<file path="src/rtl/mem_arb_pkg.sv">
// mem_arb_pkg
//   Shared types and constants for the fetch/data memory port arbiter.
//   state_t : sequencer states (IDLE -> ACCESS -> RESP).
//   grant_t : which CPU port owns the current access.
//   SX_*    : StoreX access-size encodings as seen by the memory.
//   sx_bytes: number of bytes touched by a given StoreX encoding.
package mem_arb_pkg;

    typedef enum logic [1:0] {
        IDLE   = 2'd0,
        ACCESS = 2'd1,
        RESP   = 2'd2
    } state_t;

    typedef enum logic {
        GNT_IF = 1'b0,
        GNT_D  = 1'b1
    } grant_t;

    localparam logic [1:0] SX_BYTE = 2'b00;
    localparam logic [1:0] SX_HALF = 2'b01;
    localparam logic [1:0] SX_WORD = 2'b11;

    // The illegal encoding 2'b10 is reported as a word so the range test
    // stays conservative; it is flagged as an error separately.
    function automatic logic [2:0] sx_bytes(input logic [1:0] sx);
        case (sx)
            SX_BYTE: sx_bytes = 3'd1;
            SX_HALF: sx_bytes = 3'd2;
            default: sx_bytes = 3'd4;
        endcase
    endfunction

endpackage

</file>
<file path="src/rtl/mem_align_check.sv">
// mem_align_check
//   Combinational alignment and range check for one memory request.
//   Parameter MEM_BYTES : memory size in bytes.
//   addr     in  32 : request byte address
//   storex   in  2  : access size (ignored for fetches, which are words)
//   is_fetch in  1  : 1 = instruction fetch, 0 = data access
//   err      out 1  : misaligned, illegal size, or past the end of memory
module mem_align_check
    import mem_arb_pkg::*;
#(
    parameter int unsigned MEM_BYTES = 16384
) (
    input  logic [31:0] addr,
    input  logic [1:0]  storex,
    input  logic        is_fetch,
    output logic        err
);

    logic [2:0]  nbytes;
    logic        misalign;
    logic        illegal;
    logic [32:0] end_addr;

    always_comb begin
        nbytes   = 3'd4;
        misalign = 1'b0;
        illegal  = 1'b0;
        if (is_fetch) begin
            misalign = |addr[1:0];
        end else begin
            nbytes = sx_bytes(storex);
            case (storex)
                SX_BYTE: misalign = 1'b0;
                SX_HALF: misalign = addr[0];
                SX_WORD: misalign = |addr[1:0];
                default: illegal  = 1'b1;
            endcase
        end
        // 33-bit sum so addresses near 2^32 cannot wrap back into range.
        end_addr = {1'b0, addr} + {30'd0, nbytes};
        err      = misalign | illegal | (end_addr > 33'(MEM_BYTES));
    end

endmodule

</file>
<file path="src/rtl/mem_port_arbiter.sv">
// mem_port_arbiter
//   Shares one 16 KB byte-addressed memory between the CPU fetch port and
//   data port. Each granted request takes one ACCESS cycle and one RESP
//   cycle; ties are broken round-robin. Only this block drives the memory
//   address/writedata/MemRead/MemWrite/StoreX inputs.
//   clk, rst            : clock, asynchronous active-high reset
//   if_req/if_addr      : fetch request and word address
//   if_ack/if_rdata/if_err : fetch completion pulse, word, error
//   d_req/d_we/d_addr/d_wdata/d_storex : data request, store flag, address,
//                         right-justified store data, access size
//   d_ack/d_rdata/d_err : data completion pulse, full loaded word, error
//   mem_addr/mem_wdata/mem_read/mem_write/mem_storex : to memory
//   mem_rdata           : combinational read data from memory
module mem_port_arbiter
    import mem_arb_pkg::*;
#(
    parameter int unsigned MEM_BYTES = 16384
) (
    input  logic        clk,
    input  logic        rst,
    input  logic        if_req,
    input  logic [31:0] if_addr,
    output logic        if_ack,
    output logic [31:0] if_rdata,
    output logic        if_err,
    input  logic        d_req,
    input  logic        d_we,
    input  logic [31:0] d_addr,
    input  logic [31:0] d_wdata,
    input  logic [1:0]  d_storex,
    output logic        d_ack,
    output logic [31:0] d_rdata,
    output logic        d_err,
    output logic [31:0] mem_addr,
    output logic [31:0] mem_wdata,
    output logic        mem_read,
    output logic        mem_write,
    output logic [1:0]  mem_storex,
    input  logic [31:0] mem_rdata
);

    state_t      state;
    grant_t      last_grant;
    grant_t      grant;
    logic [31:0] lat_addr;
    logic [31:0] lat_wdata;
    logic [1:0]  lat_storex;
    logic        lat_we;
    logic        lat_err;
    logic [31:0] rdata_q;
    logic        err_q;

    grant_t      win;
    logic        win_fetch;
    logic [31:0] win_addr;
    logic [1:0]  win_storex;
    logic        win_err;

    // Winner selection: a lone requester wins; on a tie the port that was
    // not granted last wins.
    always_comb begin
        if (if_req && d_req) begin
            win = (last_grant == GNT_D) ? GNT_IF : GNT_D;
        end else if (if_req) begin
            win = GNT_IF;
        end else begin
            win = GNT_D;
        end
        win_fetch  = (win == GNT_IF);
        win_addr   = win_fetch ? if_addr : d_addr;
        win_storex = win_fetch ? SX_WORD : d_storex;
    end

    mem_align_check #(
        .MEM_BYTES (MEM_BYTES)
    ) u_align_check (
        .addr     (win_addr),
        .storex   (win_storex),
        .is_fetch (win_fetch),
        .err      (win_err)
    );

    always_ff @(posedge clk or posedge rst) begin
        if (rst) begin
            state      <= IDLE;
            last_grant <= GNT_D;
            grant      <= GNT_D;
            lat_addr   <= '0;
            lat_wdata  <= '0;
            lat_storex <= SX_WORD;
            lat_we     <= 1'b0;
            lat_err    <= 1'b0;
            rdata_q    <= '0;
            err_q      <= 1'b0;
        end else begin
            case (state)
                IDLE: begin
                    if (if_req || d_req) begin
                        grant      <= win;
                        last_grant <= win;
                        lat_addr   <= win_addr;
                        lat_wdata  <= win_fetch ? '0 : d_wdata;
                        lat_storex <= win_storex;
                        lat_we     <= !win_fetch && d_we;
                        lat_err    <= win_err;
                        state      <= ACCESS;
                    end
                end
                ACCESS: begin
                    rdata_q <= lat_err ? '0 : mem_rdata;
                    err_q   <= lat_err;
                    state   <= RESP;
                end
                RESP: begin
                    state <= IDLE;
                end
                default: begin
                    state <= IDLE;
                end
            endcase
        end
    end

    // Acks and response data decode straight from state, so an async reset
    // during ACCESS removes mem_write in the same cycle and no ack follows.
    always_comb begin
        if_ack   = (state == RESP) && (grant == GNT_IF);
        d_ack    = (state == RESP) && (grant == GNT_D);
        if_rdata = if_ack ? rdata_q : '0;
        d_rdata  = d_ack ? rdata_q : '0;
        if_err   = if_ack && err_q;
        d_err    = d_ack && err_q;

        mem_addr   = '0;
        mem_wdata  = '0;
        mem_read   = 1'b0;
        mem_write  = 1'b0;
        mem_storex = SX_WORD;
        if (state == ACCESS) begin
            mem_addr   = lat_addr;
            mem_wdata  = lat_wdata;
            mem_storex = lat_storex;
            mem_read   = !lat_err;
            mem_write  = !lat_err && lat_we;
        end
    end

endmodule

</file>
<file path="config.mk">
export PLATFORM = sky130hd
export DESIGN_NAME = mem_port_arbiter
export DESIGN_NICKNAME = d
export VERILOG_FILES = /design/src/rtl/mem_arb_pkg.sv /design/src/rtl/mem_align_check.sv /design/src/rtl/mem_port_arbiter.sv
export SDC_FILE = /design/constraint.sdc
export NUM_CORES = 1
export LEC_CHECK = 0
export ABC_CLOCK_PERIOD_IN_PS = 9200
export BUFFER_PORTS_ARGS = -buffer_cell sky130_fd_sc_hd__buf_2
export CORE_MARGIN = 8
export CORE_UTILIZATION = 40
export CTS_BUF_LIST = sky130_fd_sc_hd__clkbuf_8
export CTS_CLUSTER_DIAMETER = 30
export DETAILED_ROUTE_END_ITERATION = 16
export PLACE_DENSITY = 0.66
export SYNTH_ARGS = -nofsm -noshare
export SYNTH_HDL_FRONTEND = slang
export SYNTH_SLANG_ARGS = --single-unit
</file>
<file path="constraint.sdc">
create_clock -name clk -period 9.2 [get_ports clk]
set_clock_uncertainty 0.05 [all_clocks]
set_input_delay 1.84 -clock clk [delete_from_list [all_inputs] [get_ports clk]]
set_output_delay 1.84 -clock clk [all_outputs]
set_load 0.02 [all_outputs]
</file>
==> results.ini, run 1 <==
[sta]
drv_slew = 0
setup_viol = 0
worst_slew_pin_slew_ns = 0.905
max_freq_mhz = 186
fin_tns_setup_ns = 0
fin_crit_sh_pct = 58.3
worst_slew_margin_rel_pct = 39.7
hold_violations = 0
period_minus_slack_ns = 5.37
rsz0062_at_grt = no
whs_ns = 0.424

[layout]
final_util_pct = 51.5
area_delta_synth_final_pct = 26.5
instances_no_fill = 1193
final_design_area_no_fill_um2 = 8120
num_antenna_cells = 0
fillers = 1575
drive_gt1_share_pct = 33.0
finalNetCount = 1111

[critical_path]
required_ns = 9.42
end_kind = flip-flop
worstSetupPathType = primary input to flip-flop
critPathLaunchType = primary input
path_max_fanout = 27
cp.arrival_ns = 5.58

[floorplanning]
rows = 46
dieWidth_um = 143
io_pins = 271
dieArea_um2 = 20400
die_h_um = 143
core-area_um2 = 15800
start_util_pct = 40.7

[synthesis]
synth_area_um2 = 6420
synthTopCellsByArea = dfrtp_1 39%, and2_1 13%, nand2_1 8.0%, a22o_1 4.5%, nand3b_1 3.9%
ys.flop_type = dfrtp_1
synthesis.nets = 868
synth_common_cells = 137 x and2_1, 136 x nand2_1, 101 x dfrtp_1, 37 x clkbuf_1
yosysMostFrequentCell = and2_1
yosys.area.top_type_share_pct = 39.4
synth_warnings = 0
synthArstFlopShare_pct = 100
synth_enable_flop_cells = 0
synth_cell_type_count = 67
syn_inst = 729
synth.avg_cell_area_um2 = 8.80
synth-seq-area-share_pct = 40.6
synth_seq_cells = 104
synth_top_cell_by_area = dfrtp_1

[global_route]
grt_pass1_wl_um = 31800
grt_pass1_vias = 5902
grt_overflow_total = 0
track_usage_pct = 19.8
antenna_found_initial = 0
grt_max_degree = 101

[place]
dp_cells = 1177
portBuffers = 270
dp_hpwl_um = 15700
globalplace.congestion = 0.944
post_dp_cell_area_um2 = 7920

[run_status]
status = complete, no violations

[power_and_ir_drop]
leakagePower_uw = 0.00434
irDropWorstVdd_mv = 0.116
p_per_area_nw_per_um2 = 228

[clock_tree]
cts_made_buffers = 9
clk_pin_slew_ns = 0.10
max-clock-path-buffers = 2
post_cts_buffers = 0
hold_buffers = 0
clock_latency_ns = 0.38
root_buffer = clkbuf_8
cts_tree = yes
cts_resized = 0
clkSinkCount = 104
htree_levels = 3

[routing]
initialDrtViolationCount = 403
vias = 6103
routed_via_density = 5.12
wl_per_cell_um = 17.3
firstDrtPassIters = 6
wl_um = 20700
drc = 0
ant_nets = 0

[flow_run]
drv_cap = 0

[worst_hold_path]
worstHoldPathType = flip-flop to flip-flop

## cell usage in the layout, fill, tap and decap left out, types with 3 or more instances in the layout
cell type,n
buf_2,270
and2_1,137
nand2_1,136
dfrtp_1,101
a22o_1,33
nand3b_1,33
o21ai_0,29
nor2_1,26
mux2i_1,21
a21oi_1,15
and3_1,14
nand3_1,13
mux2_2,9
nand4_1,9
clkbuf_8,9
a31oi_1,8
xnor2_1,8
buf_4,7
nand2b_1,4
o2111ai_1,4
and4_1,4
a21o_1,4
xor2_1,4
o211ai_1,4
inv_2,3
o21ai_1,3
inv_1,3
a211o_1,3
nor4_1,3
o31ai_1,3
nor3_1,3
ha_1,3
dfstp_2,3
## area by class of cell
type	count	area [um2]	share of cell area, %
clock inverter	7	71.3	0.879
multi-input combinational	574	3620	44.6
sequential	104	2610	32.1
timing repair buffer	277	1400	17.3
tap	216	270	3.33
clock buffer	9	124	1.53
inverter	6	25.0	0.308
## path summary, 6_finish.rpt
check | startpoint | endpoint | slack (ns) | depth (start not counted)
min in group asynchronous | rst | lat_wdata[29] | 1.46 | 2
setup / recovery | d_req | lat_err | 3.83 | 14
setup reg to reg | grant | lat_err | 5.01 | 13
hold / removal | lat_addr[10] | lat_addr[10] | 0.42 | 2
hold reg to reg | lat_addr[10] | lat_addr[10] | 0.42 | 2
max in group asynchronous | rst | lat_addr[14] | 6.44 | 3
## where the power goes
part | total (uW) | internal (uW) | switching, uW
Combinational | 861 | 305 | 556
Clock | 299 | 126 | 172
Sequential | 694 | 618 | 76.5
Total | 1850 | 1050 | 805
## metrics by stage
stage               power [uW]  worst slack (ns)
global placement          1570              3.50
finish                    1850              3.83
CTS                       1880              3.87
detailed placement        1580              3.43
floorplan                 1300              3.88
global route              1990              3.49
## sequential cells by signal, indices dropped and copies added, names as in the netlist
| name | cells |
|---|---|
| err_q | 1 |
| grant | 1 |
| lat_addr | 32 |
| lat_err | 1 |
| lat_storex | 2 |
| lat_wdata | 32 |
| lat_we | 1 |
| rdata_q | 32 |
| state | 2 |
## kinds of logic after synthesis
group                      after synthesis  synth area share [%]
and+or+nand+nor                        399                  33.7
AOI/OAI and AO/OA                      128                  14.7
DFF                                    104                  40.6
buffers and inverters                   51                  3.33
muxes                                   31                  5.03
xor gates and xnor gates                12                  1.64
adders and majority gates                4                 0.897
## per-layer routing
metal	part of all wire [%]	GRT usage, %	wire length (um)	up-vias
li1	-	-	-	3020
met1	44	25.0	9000	2834
met2	48	32.9	9890	223
met3	6.5	3.54	1340	26
met4	2.1	7.55	424	0
met5	0	0	0	-
## critical path: stages
cell and delay, ns:
buf_2 0.12, nor2b_1 0.69, nor2_4 0.33, nand2_1 0.15
nand2_1 0.08, ha_1 0.23, fa_1 0.43, a21oi_1 0.39
a21oi_4 0.12, a211oi_1 0.24, a31oi_1 0.06, or4_1 0.49
o311ai_1 0.29, a31oi_1 0.12
Power figures use the tool's default switching activity.
==> run 2: changes to the inputs <==
--- a/config.mk
+++ b/config.mk
@@ -5,7 +5,7 @@
 export SDC_FILE = /design/constraint.sdc
 export NUM_CORES = 1
 export LEC_CHECK = 0
-export ABC_CLOCK_PERIOD_IN_PS = 9200
+export ABC_CLOCK_PERIOD_IN_PS = 5100
 export BUFFER_PORTS_ARGS = -buffer_cell sky130_fd_sc_hd__buf_2
 export CORE_MARGIN = 8
 export CORE_UTILIZATION = 40
==> constraint.sdc (replaced) <==
create_clock -name clk -period 5.1 [get_ports clk]
set_clock_uncertainty 0.05 [all_clocks]
set_input_delay 1.02 -clock clk [delete_from_list [all_inputs] [get_ports clk]]
set_output_delay 1.02 -clock clk [all_outputs]
set_load 0.02 [all_outputs]
==> run 2 against run 1 <==
Combinational power grew 82%. Global-route usage is 0.24 points lower. Largest power group unchanged. Sequential power grew 80%. Total power up 77%. Worst hold slack got worse by 0.0027 ns. First-iteration DRC count down 8.4%. Wire length fell by 0.36%. Clock power rose by 54%. Non-clock buffer count is 3 higher. Sequential share of layout area barely moved. Critical endpoint unchanged. Cell count rose by 0.17%. Flip-flop and latch count stayed put.
==> results.ini, run 2 (synthesized netlist as in run 1, its figures left out) <==
[sta]
whs_ns = 0.421
rsz0062_at_grt = no
fin_tns_setup_ns = 0
max_freq_mhz = 248
hold_violations = 0
worst_slew_pin_slew_ns = 1.12
period_minus_slack_ns = 4.04
drv_slew = 0
fin_crit_sh_pct = 79.1
setup_viol = 0
worst_slew_margin_rel_pct = 25.5

[critical_path]
critPathLaunchType = primary input
end_kind = flip-flop
cp.arrival_ns = 4.26
path_cells = buf_2 > inv_2 > nor2_4 > nand2_1 > nand2_1 > ha_1 > a21o_1 > a21oi_1 > nand4b_1 > o31ai_1 > nor2_1 > or4_1 > o311ai_1 > a31oi_1
required_ns = 5.32
worstSetupPathType = primary input to flip-flop
path_max_fanout = 17
cp_slowest_cell = or4_1
crit_top_cell = nand2_1
slowest_delay_ns = 0.54

[floorplanning]
core-area_um2 = 15800
rows = 46
die_h_um = 143
dieWidth_um = 143
start_util_pct = 40.7
io_pins = 271
dieArea_um2 = 20400

[clock_tree]
cts_resized = 0
max-clock-path-buffers = 2
clk_pin_slew_ns = 0.11
clock_latency_ns = 0.38
cts_tree = yes
cts_made_buffers = 9
clkSinkCount = 104
root_buffer = clkbuf_8
post_cts_buffers = 0
htree_levels = 3
hold_buffers = 0

[layout]
num_antenna_cells = 0
regArea_um2 = 2610
area_delta_synth_final_pct = 26.3
fillers = 1610
layout_common_cells = 270 x buf_2, 137 x and2_1, 136 x nand2_1, 101 x dfrtp_1
final_common_cell = buf_2
multi_input_area_um2 = 3620
largestRegisters = lat_addr: 32 flops, lat_wdata: 32 flops, rdata_q: 32 flops
finalNetCount = 1114
drive_gt1_share_pct = 33.1

[routing]
initialDrtViolationCount = 369
wl_per_cell_um = 17.2
drc = 0
routed_via_density = 5.17
firstDrtPassIters = 5
ant_nets = 0
wl_um = 20600
vias = 6176

[global_route]
track_usage_pct = 19.5
antenna_found_initial = 1
grt_pass1_vias = 6001
grt_pass1_wl_um = 31800
grt_max_degree = 79
grt_overflow_total = 0

[power_and_ir_drop]
leakagePower_uw = 0.00434
irDropWorstVdd_mv = 0.176
p_per_area_nw_per_um2 = 404

[place]
globalplace.congestion = 0.887
dp_hpwl_um = 15700
portBuffers = 270

[run_status]
status = complete, no violations

[flow_run]
drv_cap = 0

[worst_hold_path]
worstHoldPathType = flip-flop to flip-flop

[run 2: cell types whose count changed in the layout (fill, tap and decap cells not counted), sizes merged]
| cell | change |
|---|---|
| clkinvlp | -1 |
| clkinv | +3 |
| inv | -2 |
| bufinv | -1 |
| buf | +3 |
[run 2: layout make-up]
cell class	count	share of cell area (%)
inverter	6	0.309
timing repair buffer	280	17.6
sequential	104	32.2
multi-input combinational	574	44.6
tap	216	3.33
clock inverter	6	0.478
clock buffer	9	1.53
[run 2: final timing paths]
| kind | slack, ns | to | depth (start not counted) | startpoint |
|---|---|---|---|---|
| setup reg to reg | 1.33 | lat_err | 13 | grant |
| hold reg to reg | 0.42 | lat_addr[10] | 2 | lat_addr[10] |
| min in group asynchronous | 0.81 | rdata_q[1] | 2 | rst |
| max in group asynchronous | 3.18 | lat_storex[1] | 3 | rst |
| setup / recovery | 1.06 | lat_err | 14 | if_req |
| hold / removal | 0.42 | lat_addr[10] | 2 | lat_addr[10] |
[run 2: per-stage QoR]
step                worst slack [ns]  area, um2  cells  utilization, %  power [uW]
finish                          1.06       8110   1195            51.4        3280
global route                   0.832       8110   1195            51.4        3510
CTS                             1.05       8110   1195            51.4        3320
detailed placement             0.628       7940   1180            50.4        2860
global placement               0.735       7940   1180            50.4        2830
floorplan                      0.601       6420    729               -        2340
[run 2: worst max-delay path, delay by kind of cell]
family,cells,cell delay (ns)
AND/OR/NAND/NOR,6,1.19
buffers and inverters,2,0.55
adder cells (fa/ha/maj),1,0.25
AO/OA/AOI/OAI,5,1.23
[run 2: report_power, final]
group / switching (uW) / internal (uW) / total [uW]
registers: 136 / 1110 / 1250
clock network: 288 / 173 / 461
logic: 1010 / 557 / 1570
[run 2: per-layer routing]
metal	global-route usage, %	vias up	part of all wire, %	wire [um]
li1	-	3019	-	-
met1	23.8	2914	42	8640
met2	34.3	220	50	10300
met3	3.64	21	6.4	1310
met4	5.59	2	1.5	303
met5	0	-	0.049	10
==> run 3: changes to the inputs <==
--- a/config.mk
+++ b/config.mk
@@ -5,14 +5,15 @@
 export SDC_FILE = /design/constraint.sdc
 export NUM_CORES = 1
 export LEC_CHECK = 0
-export ABC_CLOCK_PERIOD_IN_PS = 5100
+export ABC_AREA = 1
+export ABC_CLOCK_PERIOD_IN_PS = 3700
 export BUFFER_PORTS_ARGS = -buffer_cell sky130_fd_sc_hd__buf_2
 export CORE_MARGIN = 8
 export CORE_UTILIZATION = 40
 export CTS_BUF_LIST = sky130_fd_sc_hd__clkbuf_8
 export CTS_CLUSTER_DIAMETER = 30
 export DETAILED_ROUTE_END_ITERATION = 16
-export PLACE_DENSITY = 0.66
+export PLACE_DENSITY = 0.68
 export SYNTH_ARGS = -nofsm -noshare
 export SYNTH_HDL_FRONTEND = slang
 export SYNTH_SLANG_ARGS = --single-unit
==> constraint.sdc (replaced) <==
create_clock -name clk -period 3.7 [get_ports clk]
set_clock_uncertainty 0.05 [all_clocks]
set_input_delay 0.74 -clock clk [delete_from_list [all_inputs] [get_ports clk]]
set_output_delay 0.74 -clock clk [all_outputs]
set_load 0.02 [all_outputs]
==> run 3 against run 2 <==
Clock power grew 57%. Highest routed layer is now met4. Largest power group unchanged. Synthesized area grew 5.8%. Critical endpoint unchanged. Register-to-register slack lost 0.87 ns. Wire length grew 11%. Die area grew 5.2%. Sequential power grew 34%.
==> results.ini, run 3 <==
[synthesis]
synth_common_cells = 257 x nand2_1, 186 x nor2_1, 151 x inv_1, 106 x o21ai_0, 101 x dfrtp_1
ys.flop_type = dfrtp_1
synth_area_um2 = 6790
yosys.area.top_type_share_pct = 37.2
synth-seq-area-share_pct = 38.4
synthesis.nets = 1183
synth_warnings = 0
synth_seq_cells = 104
synth_top_cell_by_area = dfrtp_1
yosysMostFrequentCell = nand2_1
synth_enable_flop_cells = 0
synth.avg_cell_area_um2 = 6.50
synth_cell_type_count = 31
synthTopCellsByArea = dfrtp_1 37%, nand2_1 14%, nor2_1 10%, inv_1 8.3%, o21ai_0 7.8%
syn_inst = 1044
synthArstFlopShare_pct = 100

[layout]
finalNetCount = 1429
area_delta_synth_final_pct = 25.2
final_common_cell = buf_2
drive_gt1_share_pct = 28.5
largestRegisters = lat_addr: 32 flops, lat_wdata: 32 flops, rdata_q: 32 flops
layout_common_cells = 270 x buf_2, 257 x nand2_1, 184 x nor2_1, 150 x inv_1, 106 x o21ai_0

[critical_path]
path_buf_inv = 2
end_kind = flip-flop
required_ns = 3.93
cp-startpoint = grant
crit_top_cell = nand2_1
critPathLaunchType = flip-flop
slowest_delay_ns = 0.57
cp.arrival_ns = 3.46
r2r-start = grant
path_max_fanout = 15
cp_slowest_cell = dfstp_2
path_cells = inv_2 > nand2_2 > nand2_2 > o21ai_1 > inv_1 > ha_1 > fa_1 > nand2_1 > nand2_1 > nand2_1 > nand2_1 > nand2_1 > nand2_1 > nor2_1 > nand2_1 > nor3_1 > nand2_1 > nand2_1 > nand3_1 > nor2_1 > nor2_1
worstSetupPathType = flip-flop to flip-flop
crit_family = simple AND/OR/NAND/NOR gates

[sta]
fin_crit_sh_pct = 87.5
setup_ws_ns = 0.463
worst_slew_pin_slew_ns = 0.999
whs_ns = 0.446
hold_violations = 0
rsz0062_at_grt = no
setup_viol = 0
fin_tns_setup_ns = 0
period_minus_slack_ns = 3.24
worst_slew_margin_rel_pct = 33.3
max_freq_mhz = 309
drv_slew = 0

[worst_hold_path]
worstHoldPathType = primary input to async pin

[routing]
dr_wl_met3_um = 1300
wl_met2_um = 11100
ant_nets = 0
wl_met1_um = 9980
initialDrtViolationCount = 491
routed_via_density = 4.78
drc = 0
wl_per_cell_um = 15.1
firstDrtPassIters = 5
topRoutingLayerUsed = met4
vias = 7248
wl_um = 22900

[place]
portBuffers = 270
globalplace.congestion = 0.896
dp_hpwl_um = 18000
place_ws_ns = 0.203

[clock_tree]
max-clock-path-buffers = 2
htree_levels = 3
clkSinkCount = 104
hold_buffers = 0
clock_latency_ns = 0.39
clk_pin_slew_ns = 0.12
root_buffer = clkbuf_8
post_cts_buffers = 0
cts_tree = yes
cts_resized = 0
cts_made_buffers = 9

[floorplanning]
die_h_um = 146
dieWidth_um = 146
core-area_um2 = 16600
dieArea_um2 = 21400
start_util_pct = 40.9
io_pins = 271
rows = 47

[run_status]
status = complete, no violations

[global_route]
grt_overflow_total = 0
antenna_found_initial = 1
grt_max_degree = 91
grt_pass1_vias = 7069
grt_pass1_wl_um = 37300
track_usage_pct = 21.2

[flow_run]
drv_cap = 0

[power_and_ir_drop]
power.total_uw = 4780
p_per_area_nw_per_um2 = 562
irDropWorstVdd_mv = 0.235
leakagePower_uw = 0.00464

## run 3: final cells by class
type                       count  area [um2]
timing repair buffer         285        1480
inverter                     161         607
antenna                        1        2.50
clock buffer                   9         124
sequential                   104        2610
tap                          220         275
fill                        1752        8080
clock inverter                 7        71.3
multi-input combinational    729        3340
## run 3: cell families (layout without fill, tap and decap cells)
group	after synthesis	in the layout	share of synthesized area (%)
xor gates and xnor gates	5	5	0.645
DFF	104	104	38.4
adders and majority gates	4	4	0.848
AOI/OAI and AO/OA	117	117	8.73
buffers and inverters	211	462	12.7
and+or+nand+nor	603	603	38.7
other	0	1	0
## run 3: stage by stage
step / cell area, um2 / utilization (%) / cells
after CTS: 8500 / 51.2 / 1515
after global placement: 8300 / 50.1 / 1499
final: 8500 / 51.3 / 1516
after global routing: 8500 / 51.3 / 1516
after floorplan: 6790 / - / 1044
after detailed placement: 8300 / 50.1 / 1499
## run 3: path summary, 6_finish.rpt
path / slack, ns / endpoint / depth (start not counted)
setup / recovery: 0.46 / lat_err / 21
hold / removal: 0.45 / rdata_q[9] / 2
setup reg to reg: 0.46 / lat_err / 21
hold reg to reg: 0.45 / lat_addr[4] / 2
max in group asynchronous: 2.37 / lat_storex[0] / 3
min in group clk: 0.45 / lat_addr[4] / 2
## run 3: power by group
part	switching (uW)	leakage, uW	internal, uW	total (uW)
registers	138	0.00134	1530	1670
logic	1710	0.00321	680	2390
clock network	460	0.0000979	265	725
total	2300	0.00464	2480	4780
## run 3: metal layers
layer / track usage (%) / vias up
met4: 7.37 / 0
met2: 36.3 / 240
met1: 25.7 / 3300
li1: - / 3682
met5: 0 / -
met3: 4.79 / 26
